## src/rtl/tank_arena_ctrl_if.sv

```systemverilog
// Tank arena controller bus.
// Groups the map ROM load port, tank move request/grant signals, bullet
// resolution signals and the renderer wall read port.
//   slave  : the arena controller (drives map_addr, ready, grants, facing,
//            bullet result pulses and vid_wall)
//   master : the surrounding system (ROM, movers, bullet engines, renderer)
interface tank_arena_ctrl_if #(
    parameter int unsigned N_CH = 4,
    parameter int unsigned CW   = 4
);
    localparam int unsigned IDW = (N_CH > 1) ? $clog2(N_CH) : 1;

    // Map ROM load
    logic [2*CW-1:0]     map_addr;
    logic                map_bit;
    logic                ready;
    // Tank moves
    logic [N_CH*CW-1:0]  tank_x;
    logic [N_CH*CW-1:0]  tank_y;
    logic [N_CH-1:0]     tank_req;
    logic [2*N_CH-1:0]   tank_dir;
    logic [N_CH-1:0]     tank_busy;
    logic [N_CH-1:0]     move_grant;
    logic [2*N_CH-1:0]   facing;
    // Bullets
    logic [N_CH-1:0]     bul_active;
    logic [N_CH*CW-1:0]  bul_x;
    logic [N_CH*CW-1:0]  bul_y;
    logic [2*N_CH-1:0]   bul_dir;
    logic [N_CH-1:0]     bul_wall;
    logic [N_CH-1:0]     bul_tank;
    logic [N_CH*IDW-1:0] bul_tank_id;
    logic [N_CH-1:0]     bul_edge;
    // Renderer
    logic [2*CW-1:0]     vid_addr;
    logic                vid_wall;

    modport slave (
        input  map_bit, tank_x, tank_y, tank_req, tank_dir, tank_busy,
               bul_active, bul_x, bul_y, bul_dir, vid_addr,
        output map_addr, ready, move_grant, facing, bul_wall, bul_tank,
               bul_tank_id, bul_edge, vid_wall
    );

    modport master (
        output map_bit, tank_x, tank_y, tank_req, tank_dir, tank_busy,
               bul_active, bul_x, bul_y, bul_dir, vid_addr,
        input  map_addr, ready, move_grant, facing, bul_wall, bul_tank,
               bul_tank_id, bul_edge, vid_wall
    );
endinterface

```

## src/rtl/tank_arena_ctrl.sv

```systemverilog
// Tank arena controller.
// Loads the wall bitmap from the map ROM after reset, then scans one slot per
// cycle: slots 0..N_CH-1 arbitrate tank moves, slots N_CH..2*N_CH-1 resolve
// bullets (edge, wall with wall clearing, tank hit). All result pulses are
// registered one cycle after the slot is evaluated.
// Ports:
//   i_clk     system clock
//   i_resetn  asynchronous active-low reset
//   bus       tank_arena_ctrl_if slave (ROM load, tank moves, bullets, video read)
module tank_arena_ctrl #(
    parameter int unsigned N_CH     = 4,
    parameter int unsigned CW       = 4,
    parameter int unsigned GRID_MAX = 12
) (
    input  logic             i_clk,
    input  logic             i_resetn,
    tank_arena_ctrl_if.slave bus
);
    localparam int unsigned IDW   = (N_CH > 1) ? $clog2(N_CH) : 1;
    localparam int unsigned AW    = 2 * CW;
    localparam int unsigned NCELL = 1 << AW;
    localparam int unsigned NSLOT = 2 * N_CH;
    localparam int unsigned SW    = $clog2(NSLOT);
    localparam logic [CW:0] GMAX  = (CW + 1)'(GRID_MAX);

    typedef enum logic {StLoad, StScan} state_e;

    state_e              r_state, w_state_next;
    logic [AW-1:0]       r_load_cnt;
    logic                r_ready;
    logic [SW-1:0]       r_slot;
    logic                r_map [NCELL];
    logic [N_CH-1:0]     r_claim_v;
    logic [AW-1:0]       r_claim_cell [N_CH];
    logic [N_CH-1:0]     r_busy_q;
    logic [N_CH-1:0]     r_grant, r_bul_wall, r_bul_tank, r_bul_edge;
    logic [2*N_CH-1:0]   r_facing;
    logic [N_CH*IDW-1:0] r_bul_id;
    logic                r_vid_wall;

    logic                w_is_bul;
    logic [SW-1:0]       w_idx;
    logic [CW-1:0]       w_cur_x, w_cur_y;
    logic [1:0]          w_dir;
    logic [CW:0]         w_tx, w_ty;
    logic                w_oob;
    logic [AW-1:0]       w_tcell;
    logic                w_tgt_wall;
    logic                w_hit_tank;
    logic [IDW-1:0]      w_hit_id;
    logic                w_claim_hit;
    logic                w_tank_eval, w_tank_ok, w_bul_eval;

    // Current slot decode, target cell and collision checks
    always_comb begin
        w_is_bul = (r_slot >= SW'(N_CH));
        w_idx    = w_is_bul ? (r_slot - SW'(N_CH)) : r_slot;
        if (w_is_bul) begin
            w_cur_x = bus.bul_x[w_idx*CW +: CW];
            w_cur_y = bus.bul_y[w_idx*CW +: CW];
            w_dir   = bus.bul_dir[w_idx*2 +: 2];
        end else begin
            w_cur_x = bus.tank_x[w_idx*CW +: CW];
            w_cur_y = bus.tank_y[w_idx*CW +: CW];
            w_dir   = bus.tank_dir[w_idx*2 +: 2];
        end

        // One extra bit so a step past GRID_MAX cannot wrap back into range
        w_tx  = {1'b0, w_cur_x};
        w_ty  = {1'b0, w_cur_y};
        w_oob = 1'b0;
        case (w_dir)
            2'd0: begin
                w_oob = (w_cur_y == '0);
                w_ty  = w_ty - 1'b1;
            end
            2'd1: begin
                w_ty  = w_ty + 1'b1;
                w_oob = (w_ty > GMAX);
            end
            2'd2: begin
                w_oob = (w_cur_x == '0);
                w_tx  = w_tx - 1'b1;
            end
            default: begin
                w_tx  = w_tx + 1'b1;
                w_oob = (w_tx > GMAX);
            end
        endcase
        w_tcell    = {w_ty[CW-1:0], w_tx[CW-1:0]};
        w_tgt_wall = r_map[w_tcell];

        // Descending scan so the lowest matching tank index wins
        w_hit_tank  = 1'b0;
        w_hit_id    = '0;
        w_claim_hit = 1'b0;
        for (int k = N_CH - 1; k >= 0; k--) begin
            if (k != int'(w_idx)) begin
                if (bus.tank_x[k*CW +: CW] == w_tx[CW-1:0] &&
                    bus.tank_y[k*CW +: CW] == w_ty[CW-1:0]) begin
                    w_hit_tank = 1'b1;
                    w_hit_id   = IDW'(k);
                end
                if (r_claim_v[k] && r_claim_cell[k] == w_tcell) begin
                    w_claim_hit = 1'b1;
                end
            end
        end

        w_tank_eval = (r_state == StScan) && !w_is_bul && bus.tank_req[w_idx] &&
                      !bus.tank_busy[w_idx] && !r_claim_v[w_idx];
        w_tank_ok   = w_tank_eval && !(w_oob || w_tgt_wall || w_hit_tank || w_claim_hit);
        w_bul_eval  = (r_state == StScan) && w_is_bul && bus.bul_active[w_idx];
    end

    always_comb begin
        w_state_next = r_state;
        case (r_state)
            StLoad:  if (&r_load_cnt) w_state_next = StScan;
            default: w_state_next = StScan;
        endcase
    end

    always_ff @(posedge i_clk or negedge i_resetn) begin
        if (!i_resetn) begin
            r_state    <= StLoad;
            r_load_cnt <= '0;
            r_ready    <= 1'b0;
            r_slot     <= '0;
            r_claim_v  <= '0;
            for (int k = 0; k < N_CH; k++) r_claim_cell[k] <= '0;
            r_busy_q   <= '0;
            r_grant    <= '0;
            r_bul_wall <= '0;
            r_bul_tank <= '0;
            r_bul_edge <= '0;
            r_facing   <= '0;
            r_bul_id   <= '0;
            r_vid_wall <= 1'b0;
        end else begin
            r_state    <= w_state_next;
            r_grant    <= '0;
            r_bul_wall <= '0;
            r_bul_tank <= '0;
            r_bul_edge <= '0;
            r_busy_q   <= bus.tank_busy;
            r_vid_wall <= r_map[bus.vid_addr];

            if (r_state == StLoad) begin
                r_load_cnt <= r_load_cnt + 1'b1;
                if (&r_load_cnt) r_ready <= 1'b1;
            end else begin
                r_slot <= (r_slot == SW'(NSLOT - 1)) ? '0 : r_slot + 1'b1;
            end

            // A claim holds the target cell until the mover finishes animating
            r_claim_v <= r_claim_v & ~(r_busy_q & ~bus.tank_busy);

            if (w_tank_eval) begin
                r_facing[w_idx*2 +: 2] <= w_dir;
                if (w_tank_ok) begin
                    r_grant[w_idx]      <= 1'b1;
                    r_claim_v[w_idx]    <= 1'b1;
                    r_claim_cell[w_idx] <= w_tcell;
                end
            end

            if (w_bul_eval) begin
                if (w_oob) begin
                    r_bul_edge[w_idx] <= 1'b1;
                end else if (w_tgt_wall) begin
                    r_bul_wall[w_idx] <= 1'b1;
                end else if (w_hit_tank) begin
                    r_bul_tank[w_idx]            <= 1'b1;
                    r_bul_id[w_idx*IDW +: IDW]   <= w_hit_id;
                end
            end
        end
    end

    // Bitmap is not reset: LOAD rewrites every cell
    always_ff @(posedge i_clk) begin
        if (r_state == StLoad) begin
            r_map[r_load_cnt] <= bus.map_bit;
        end else if (w_bul_eval && !w_oob && w_tgt_wall) begin
            r_map[w_tcell] <= 1'b0;
        end
    end

    assign bus.map_addr    = r_load_cnt;
    assign bus.ready       = r_ready;
    assign bus.move_grant  = r_grant;
    assign bus.facing      = r_facing;
    assign bus.bul_wall    = r_bul_wall;
    assign bus.bul_tank    = r_bul_tank;
    assign bus.bul_tank_id = r_bul_id;
    assign bus.bul_edge    = r_bul_edge;
    assign bus.vid_wall    = r_vid_wall;
endmodule

```

## src/flat_wrapper.sv

```systemverilog
// flat-port wrapper written by rule: the top's interface ports become plain ports
module tank_arena_ctrl_flat 
#(
    parameter int unsigned N_CH     = 4,
    parameter int unsigned CW       = 4,
    parameter int unsigned GRID_MAX = 12
)
  (i_clk, i_resetn, bus_map_bit, bus_tank_x, bus_tank_y, bus_tank_req, bus_tank_dir, bus_tank_busy, bus_bul_active, bus_bul_x, bus_bul_y, bus_bul_dir, bus_vid_addr, bus_map_addr, bus_ready, bus_move_grant, bus_facing, bus_bul_wall, bus_bul_tank, bus_bul_tank_id, bus_bul_edge, bus_vid_wall);
  tank_arena_ctrl_if #(.N_CH(N_CH), .CW(CW)) bus_i ();
  input  logic i_clk;
  input  logic i_resetn;
  input wire logic [$bits(bus_i.map_bit)-1:0] bus_map_bit;
  input wire logic [$bits(bus_i.tank_x)-1:0] bus_tank_x;
  input wire logic [$bits(bus_i.tank_y)-1:0] bus_tank_y;
  input wire logic [$bits(bus_i.tank_req)-1:0] bus_tank_req;
  input wire logic [$bits(bus_i.tank_dir)-1:0] bus_tank_dir;
  input wire logic [$bits(bus_i.tank_busy)-1:0] bus_tank_busy;
  input wire logic [$bits(bus_i.bul_active)-1:0] bus_bul_active;
  input wire logic [$bits(bus_i.bul_x)-1:0] bus_bul_x;
  input wire logic [$bits(bus_i.bul_y)-1:0] bus_bul_y;
  input wire logic [$bits(bus_i.bul_dir)-1:0] bus_bul_dir;
  input wire logic [$bits(bus_i.vid_addr)-1:0] bus_vid_addr;
  output wire logic [$bits(bus_i.map_addr)-1:0] bus_map_addr;
  output wire logic [$bits(bus_i.ready)-1:0] bus_ready;
  output wire logic [$bits(bus_i.move_grant)-1:0] bus_move_grant;
  output wire logic [$bits(bus_i.facing)-1:0] bus_facing;
  output wire logic [$bits(bus_i.bul_wall)-1:0] bus_bul_wall;
  output wire logic [$bits(bus_i.bul_tank)-1:0] bus_bul_tank;
  output wire logic [$bits(bus_i.bul_tank_id)-1:0] bus_bul_tank_id;
  output wire logic [$bits(bus_i.bul_edge)-1:0] bus_bul_edge;
  output wire logic [$bits(bus_i.vid_wall)-1:0] bus_vid_wall;
  assign bus_i.map_bit = bus_map_bit;
  assign bus_i.tank_x = bus_tank_x;
  assign bus_i.tank_y = bus_tank_y;
  assign bus_i.tank_req = bus_tank_req;
  assign bus_i.tank_dir = bus_tank_dir;
  assign bus_i.tank_busy = bus_tank_busy;
  assign bus_i.bul_active = bus_bul_active;
  assign bus_i.bul_x = bus_bul_x;
  assign bus_i.bul_y = bus_bul_y;
  assign bus_i.bul_dir = bus_bul_dir;
  assign bus_i.vid_addr = bus_vid_addr;
  assign bus_map_addr = bus_i.map_addr;
  assign bus_ready = bus_i.ready;
  assign bus_move_grant = bus_i.move_grant;
  assign bus_facing = bus_i.facing;
  assign bus_bul_wall = bus_i.bul_wall;
  assign bus_bul_tank = bus_i.bul_tank;
  assign bus_bul_tank_id = bus_i.bul_tank_id;
  assign bus_bul_edge = bus_i.bul_edge;
  assign bus_vid_wall = bus_i.vid_wall;
  tank_arena_ctrl #(.N_CH(N_CH), .CW(CW), .GRID_MAX(GRID_MAX)) u_core (.i_clk(i_clk), .i_resetn(i_resetn), .bus(bus_i));
endmodule
```

## config.mk

```make
export PLATFORM = sky130hd
export DESIGN_NAME = tank_arena_ctrl_flat
export DESIGN_NICKNAME = d
export VERILOG_FILES = /design/src/rtl/tank_arena_ctrl_if.sv /design/src/rtl/tank_arena_ctrl.sv /design/src/flat_wrapper.sv
export SDC_FILE = /design/constraint.sdc
export NUM_CORES = 1
export LEC_CHECK = 0
export BUFFER_PORTS_ARGS = -buffer_cell sky130_fd_sc_hd__buf_4
export CAP_MARGIN = 10
export CORE_UTILIZATION = 27
export CTS_BUF_LIST = sky130_fd_sc_hd__clkbuf_4
export DETAILED_ROUTE_END_ITERATION = 10
export PLACE_DENSITY = 0.4
export SLEW_MARGIN = 10
export SYNTH_ARGS = -nofsm -noshare
export SYNTH_HDL_FRONTEND = slang
export SYNTH_SLANG_ARGS = --single-unit
```

## constraint.sdc

```tcl
create_clock -name i_clk -period 11.95 [get_ports i_clk]
set_input_delay 2.9875 -clock i_clk [delete_from_list [all_inputs] [get_ports i_clk]]
set_output_delay 2.9875 -clock i_clk [all_outputs]
set_load 0.01 [all_outputs]
```

==> results of run 1 <==
==> final timing paths <==
kind / to / cells after the start / from
worst max-delay path: u_core.r_map[221]$_DFFE_PP_ / 19 / bus_tank_x[4]
worst min-delay path: u_core.bus.ready$_DFFE_PN0P_ / 1 / u_core.bus.ready$_DFFE_PN0P_
worst max register to register: u_core.r_map[169]$_DFFE_PP_ / 16 / u_core.r_slot[0]$_DFFE_PN0P_
worst min register to register: u_core.bus.ready$_DFFE_PN0P_ / 1 / u_core.bus.ready$_DFFE_PN0P_
max in group asynchronous: u_core.bus.map_addr[0]$_DFFE_PN0N_ / 2 / i_resetn
min in group asynchronous: u_core.r_claim_v[3]$_DFF_PN0_ / 1 / i_resetn
==> cells by family after synthesis <==
logic type                 after synthesis  share of synthesized area, %
DFF                                    342                          44.3
AOI/OAI and AO/OA                      297                          9.97
xor gates and xnor gates                79                          3.37
adders and majority gates               18                          1.01
muxes                                  266                          20.2
buffers and inverters                  181                          4.36
and+or+nand+nor                        824                          16.8
==> cell type report <==
class                           instances  area, um2
Timing Repair Buffer                  201       1520
Clock inverter                         30        180
Antenna cell                            2       5.00
Multi-Input combinational cell       1484      11500
Clock buffer                          152       1140
Inverter                               20       78.8
Sequential cell                       342       9840
Tap cell                             1060       1330
Fill cell                            8294      55300
==> where the power goes <==
group	internal (mW)	switching (mW)
sequential	1.28	0.00139
clock	0.605	0.568
combinational	0.162	0.278
==> worst reg2reg max path: stages, from the launching register on <==
cell	delay (ps)
dfrtp_1	400
buf_4	430
inv_2	310
mux4_2	830
ha_1	510
a21boi_2	270
nor2_8	690
buf_4	520
mux2i_1	150
a2111oi_0	540
nor4_1	120
nor4_1	430
a31oi_1	180
a41oi_2	320
and3_1	990
a21oi_1	660
a21oi_1	420
==> routing by layer <==
layer / GRT usage [%] / up-vias / part of all wire (%)
li1: - / 7931 / -
met1: 28.1 / 9458 / 43
met2: 34.2 / 884 / 46
met3: 4.48 / 161 / 7.9
met4: 6.84 / 0 / 2.6
met5: 0 / - / 0
==> sequential cells by signal, summed over array words and instances, names as in the netlist <==
signal and cells:
u_core.r_claim_cell 32, u_core.r_busy_q 4, u_core.bus.ready 1, u_core.bus.vid_wall 1, u_core.bus.bul_wall 4, u_core.bus.facing 8
u_core.r_state 1, u_core.bus.move_grant 4, u_core.r_slot 3, u_core.bus.bul_edge 4, u_core.bus.bul_tank 4, u_core.bus.map_addr 8
u_core.r_claim_v 4, u_core.r_map 256, u_core.bus.bul_tank_id 8
==> Yosys cell counts (45+ instances only) <==
cell type | instances | area, um2
a21oi_1 | 48 | 240
buf_2 | 70 | 350
dfrtp_1 | 86 | 2150
edfxtp_1 | 256 | 7690
mux2_2 | 51 | 574
mux2i_1 | 71 | 711
mux4_2 | 137 | 3090
nand2_1 | 248 | 931
nand3_1 | 62 | 310
nor2_1 | 321 | 1200
o21ai_0 | 45 | 225
xnor2_1 | 67 | 587
==> per-stage QoR <==
stage          setup WS [ps]  area [um2]  power [mW]  utilization (%)
2_1_floorplan            643       22200        1.58                -
3_3_place_gp            1860       24300        1.74             30.0
3_5_place_dp            1680       24300        1.74             30.0
4_1_cts                 2610       25600        2.94             31.6
5_1_grt                 2200       25600        3.02             31.6
6_report                2600       25600        2.89             31.6
==> results.yml, run 1 <==
global_routing:
  grt_overflow: 0
  antenna_found_initial: 4
  grt_max_degree: 109
  grtUsageTotal_pct: 21.1
  grt_pass1_wl_mm: 128
  first_global_vias: 18300
sta:
  whs_ps: 467
  tightest_slew_ps: 1410
  fin_crit_sh_pct: 78.2
  fin_setup_tns_ps: 0
  worst_slew_margin_rel_pct: 5.18
  worst_clock_skew_ps: 56.6
  fmax_mhz: 107
  hold_viol: 0
  finalCriticalPeriod_ps: 9350
  rsz0062_at_grt: "no"
  maxSlewViolCount: 0
  setup_viol: 0
worst_setup_path:
  ff2ff_setup_slack_ps: 3820
  worst-path-max-fanout: 87
  cp-end-kind: "register"
  critPathMaxStageDelay_ps: 800
  worst-path-buf-inv: 5
  worst_path_max_delay_cell: "and2_4"
  crit_path_start_kind: "input port"
  crit_chain: "buf_4 -> mux2_2 -> o22a_1 -> nand2_4 -> clkinv_2 -> buf_4 -> ha_1 -> nand3_2 -> a21oi_4 -> xnor2_4 -> mux2_2 -> o311ai_1 -> nor4_1 -> a31oi_1 -> a41oi_2 -> nand3_2 -> buf_4 -> and2_4 -> buf_4"
  worstSetupPathType: "input port to register"
  crit_top_cell: "buf_4"
  crit_family: "simple AND/OR/NAND/NOR gates"
  critical_path_arrival_ps: 9930
  cp.required_ps: 12530
drt:
  wl_mm: 89.0
  wl_per_cell_um: 27.0
  drc_errors: 0
  drtIter0Drc: 1552
  vias_per_cell: 5.60
  via_count: 18400
  antenna_left: 0
  drtPass1Iterations: 5
synth:
  synth_cell_types: 99
  seq_area_frac_synth_pct: 44.3
  async_reset_ff_share_pct: 25.1
  yosysWarningCount: 0
  ys.flop_type: "edfxtp_1"
  synth-edff-count: 256
  syn-num-nets: 2128
  synth.avg_cell_area_um2: 11.1
  synth_area_mm2: 0.0222
  synthCells: 2007
  synth_seq_cells: 342
floorplanning:
  die_x_um: 289
  fp.dieH_um: 289
  initial_core_util_pct: 27.5
  num_io_pins: 145
  die-area_mm2: 0.0834
  row_count: 104
  core_mm2: 0.0809
placed_design:
  place_inst: 3107
  dpl.hpwl_mm: 58.7
  place_congestion: 0.876
  port-buffer-count: 144
clock_network:
  holdBufCountCts: 0
  cts.repair.resized: 0
  cts_tree: "done"
  cts.sinks: 342
  htree_levels: 3
  cts_buffers: 102
  insertion_delay_ps: 910
  clockBufferDepth: 3
  path_clk_slew_ps: 60
  cts_setup_buffers: 0
  cts-root-buf: "clkbuf_4"
final_layout:
  layout_common_cells: "nor2_1 (320), edfxtp_1 (256), nand2_1 (247)"
  layout-drive-gt1-share_pct: 28.3
  fin_cells: 3291
  area_growth_syn_to_layout_pct: 15.2
  fin_nets: 2272
  layout_commonest_cell: "nor2_1"
hold_path:
  hp-class: "register to register"
run:
  drv_cap: 0
power:
  power.leakage_nw: 8.99
  ir_drop_uv: 55.7
  power.density_mw_per_mm2: 113
run_status:
  outcome: "finished clean"
Note: power is estimated with default switching activity, not from simulation.
==> run 2: changes to the inputs <==
PLACE_DENSITY = 0.41   (was 0.4)
clock period = 8.4 ns   (was 11.95 ns; I/O delays follow)
==> results.yml, run 2 (synthesized netlist as in run 1, its figures left out) <==
floorplanning:
  die-area_mm2: 0.0834
  fp.dieH_um: 289
  num_io_pins: 145
  die_x_um: 289
  core_mm2: 0.0809
  initial_core_util_pct: 27.5
  row_count: 104
global_routing:
  grt_max_degree: 70
  grtUsageTotal_pct: 21.6
  grt_overflow: 0
  first_global_vias: 18700
  grt_pass1_wl_mm: 130
  antenna_found_initial: 5
clock_network:
  clockBufferDepth: 3
  cts_setup_buffers: 0
  cts.sinks: 342
  path_clk_slew_ps: 60
  cts_tree: "done"
  htree_levels: 3
  holdBufCountCts: 0
  insertion_delay_ps: 920
  cts.repair.resized: 0
  cts_buffers: 102
  cts-root-buf: "clkbuf_4"
final_layout:
  fin_nets: 2305
  regArea_mm2: 0.00984
  multi_input_area_mm2: 0.0115
  layout_common_cells: "nor2_1 (320), edfxtp_1 (256), nand2_1 (247)"
  fillCellCount: 8295
  layout-drive-gt1-share_pct: 29.0
  fin_cells: 3332
  reg_top3: "u_core.r_map x256, u_core.r_claim_cell x32"
  largest_reg_flops: 256
  area_growth_syn_to_layout_pct: 16.9
  top_register: "u_core.r_map"
  layout_commonest_cell: "nor2_1"
sta:
  setup_viol: 0
  whs_ps: 486
  tightest_slew_ps: 1260
  fmax_mhz: 142
  fin_setup_tns_ps: 0
  worst_slew_margin_rel_pct: 15.5
  rsz0062_at_grt: "no"
  setup_slack_ps: 1360
  finalCriticalPeriod_ps: 7040
  maxSlewViolCount: 0
  worst_clock_skew_ps: 82.6
  fin_crit_sh_pct: 83.9
  hold_viol: 0
worst_setup_path:
  r2r_cells: 20
  crit_path_start_kind: "input port"
  reg2reg_from: "u_core.r_slot[1]$_DFFE_PN0P_"
  critical_path_arrival_ps: 7680
  crit_end: "u_core.r_map[92]$_DFFE_PP_"
  ff2ff_setup_slack_ps: 1700
  startpoint: "bus_tank_x[1]"
  r2r_end: "u_core.r_map[92]$_DFFE_PP_"
  worstSetupPathType: "input port to register"
  worst-path-max-fanout: 30
  cp.required_ps: 9030
  cp-end-kind: "register"
drt:
  antenna_left: 0
  via_count: 18500
  drtIter0Drc: 1641
  wl_mm: 90.7
  drc_errors: 0
  drtPass1Iterations: 6
  wl_per_cell_um: 27.2
  vias_per_cell: 5.54
power:
  power.density_mw_per_mm2: 162
  combPwrFrac_pct: 15.4
  p_sw_mw: 1.22
  ir_drop_uv: 75.9
  internal_power_mw: 2.98
  power.leakage_nw: 9.20
  p_seq_share_pct: 43.4
  power.total_mw: 4.20
  clkPwrFrac_pct: 41.1
  swShare_pct: 29.1
placed_design:
  place_inst: 3140
  preCtsSetupSlack_ps: 493
  place_congestion: 0.909
  port-buffer-count: 144
  dpl.hpwl_mm: 60.5
hold_path:
  whs_path_depth: 1
  hp-class: "register to register"
run_status:
  outcome: "finished clean"
run:
  drv_cap: 0
## run 2: critical path: stages
cell and delay, ps:
buf_4 110, mux2i_1 70, mux4_2 660, ha_1 440, a21boi_2 280, nor2_8 620, buf_4 480, mux4_2 280
mux2i_1 80, a31oi_1 190, nor2_1 110, or4_4 580, a41oi_2 300, nand3_2 350, buf_4 340, buf_4 190
a21oi_2 110, buf_4 250, nor2_1 80
## run 2: area by class of cell
type	instances	area share, %
flip-flops and latches	342	37.9
clock buffers	157	4.54
multi-input cells	1484	44.2
repair buffers	234	7.15
clock inverters	33	0.785
well taps	1060	5.10
inverters	20	0.303
diodes	2	0.0193
## run 2: metrics by stage
| stage | utilization, % | area [um2] |
|---|---|---|
| detailed placement | 30.4 | 24600 |
| global placement | 30.4 | 24600 |
| CTS | 32.1 | 26000 |
| finish | 32.1 | 26000 |
| floorplan | - | 22200 |
| global route | 32.1 | 26000 |
## run 2: worst min path at each step
stage	end	from	slack (ps)
2_1_floorplan	u_core.r_claim_v[1]$_DFF_PN0_	u_core.r_claim_v[1]$_DFF_PN0_	480
3_3_place_gp	u_core.bus.facing[7]$_DFFE_PN0P_	u_core.bus.facing[7]$_DFFE_PN0P_	470
3_5_place_dp	u_core.bus.ready$_DFFE_PN0P_	u_core.bus.ready$_DFFE_PN0P_	470
4_1_cts	u_core.bus.ready$_DFFE_PN0P_	u_core.bus.ready$_DFFE_PN0P_	490
5_1_grt	u_core.bus.ready$_DFFE_PN0P_	u_core.bus.ready$_DFFE_PN0P_	510
6_report	u_core.bus.ready$_DFFE_PN0P_	u_core.bus.ready$_DFFE_PN0P_	490
## run 2: power by group through the flow
stage	combinational (mW)	clock [mW]	sequential [mW]
2_1_floorplan	0.387	0	1.86
3_3_place_gp	0.637	0	1.86
3_5_place_dp	0.640	0	1.86
4_1_cts	0.643	1.78	1.82
5_1_grt	0.682	1.87	1.82
6_report	0.648	1.73	1.82
## run 2: metal layers
layer	vias to the layer above	part of all wire, %	GRT usage (%)
li1	7987	-	-
met1	9366	43	28.2
met2	896	46	34.8
met3	199	7.8	4.18
met4	2	4.0	8.99
met5	-	0.013	0
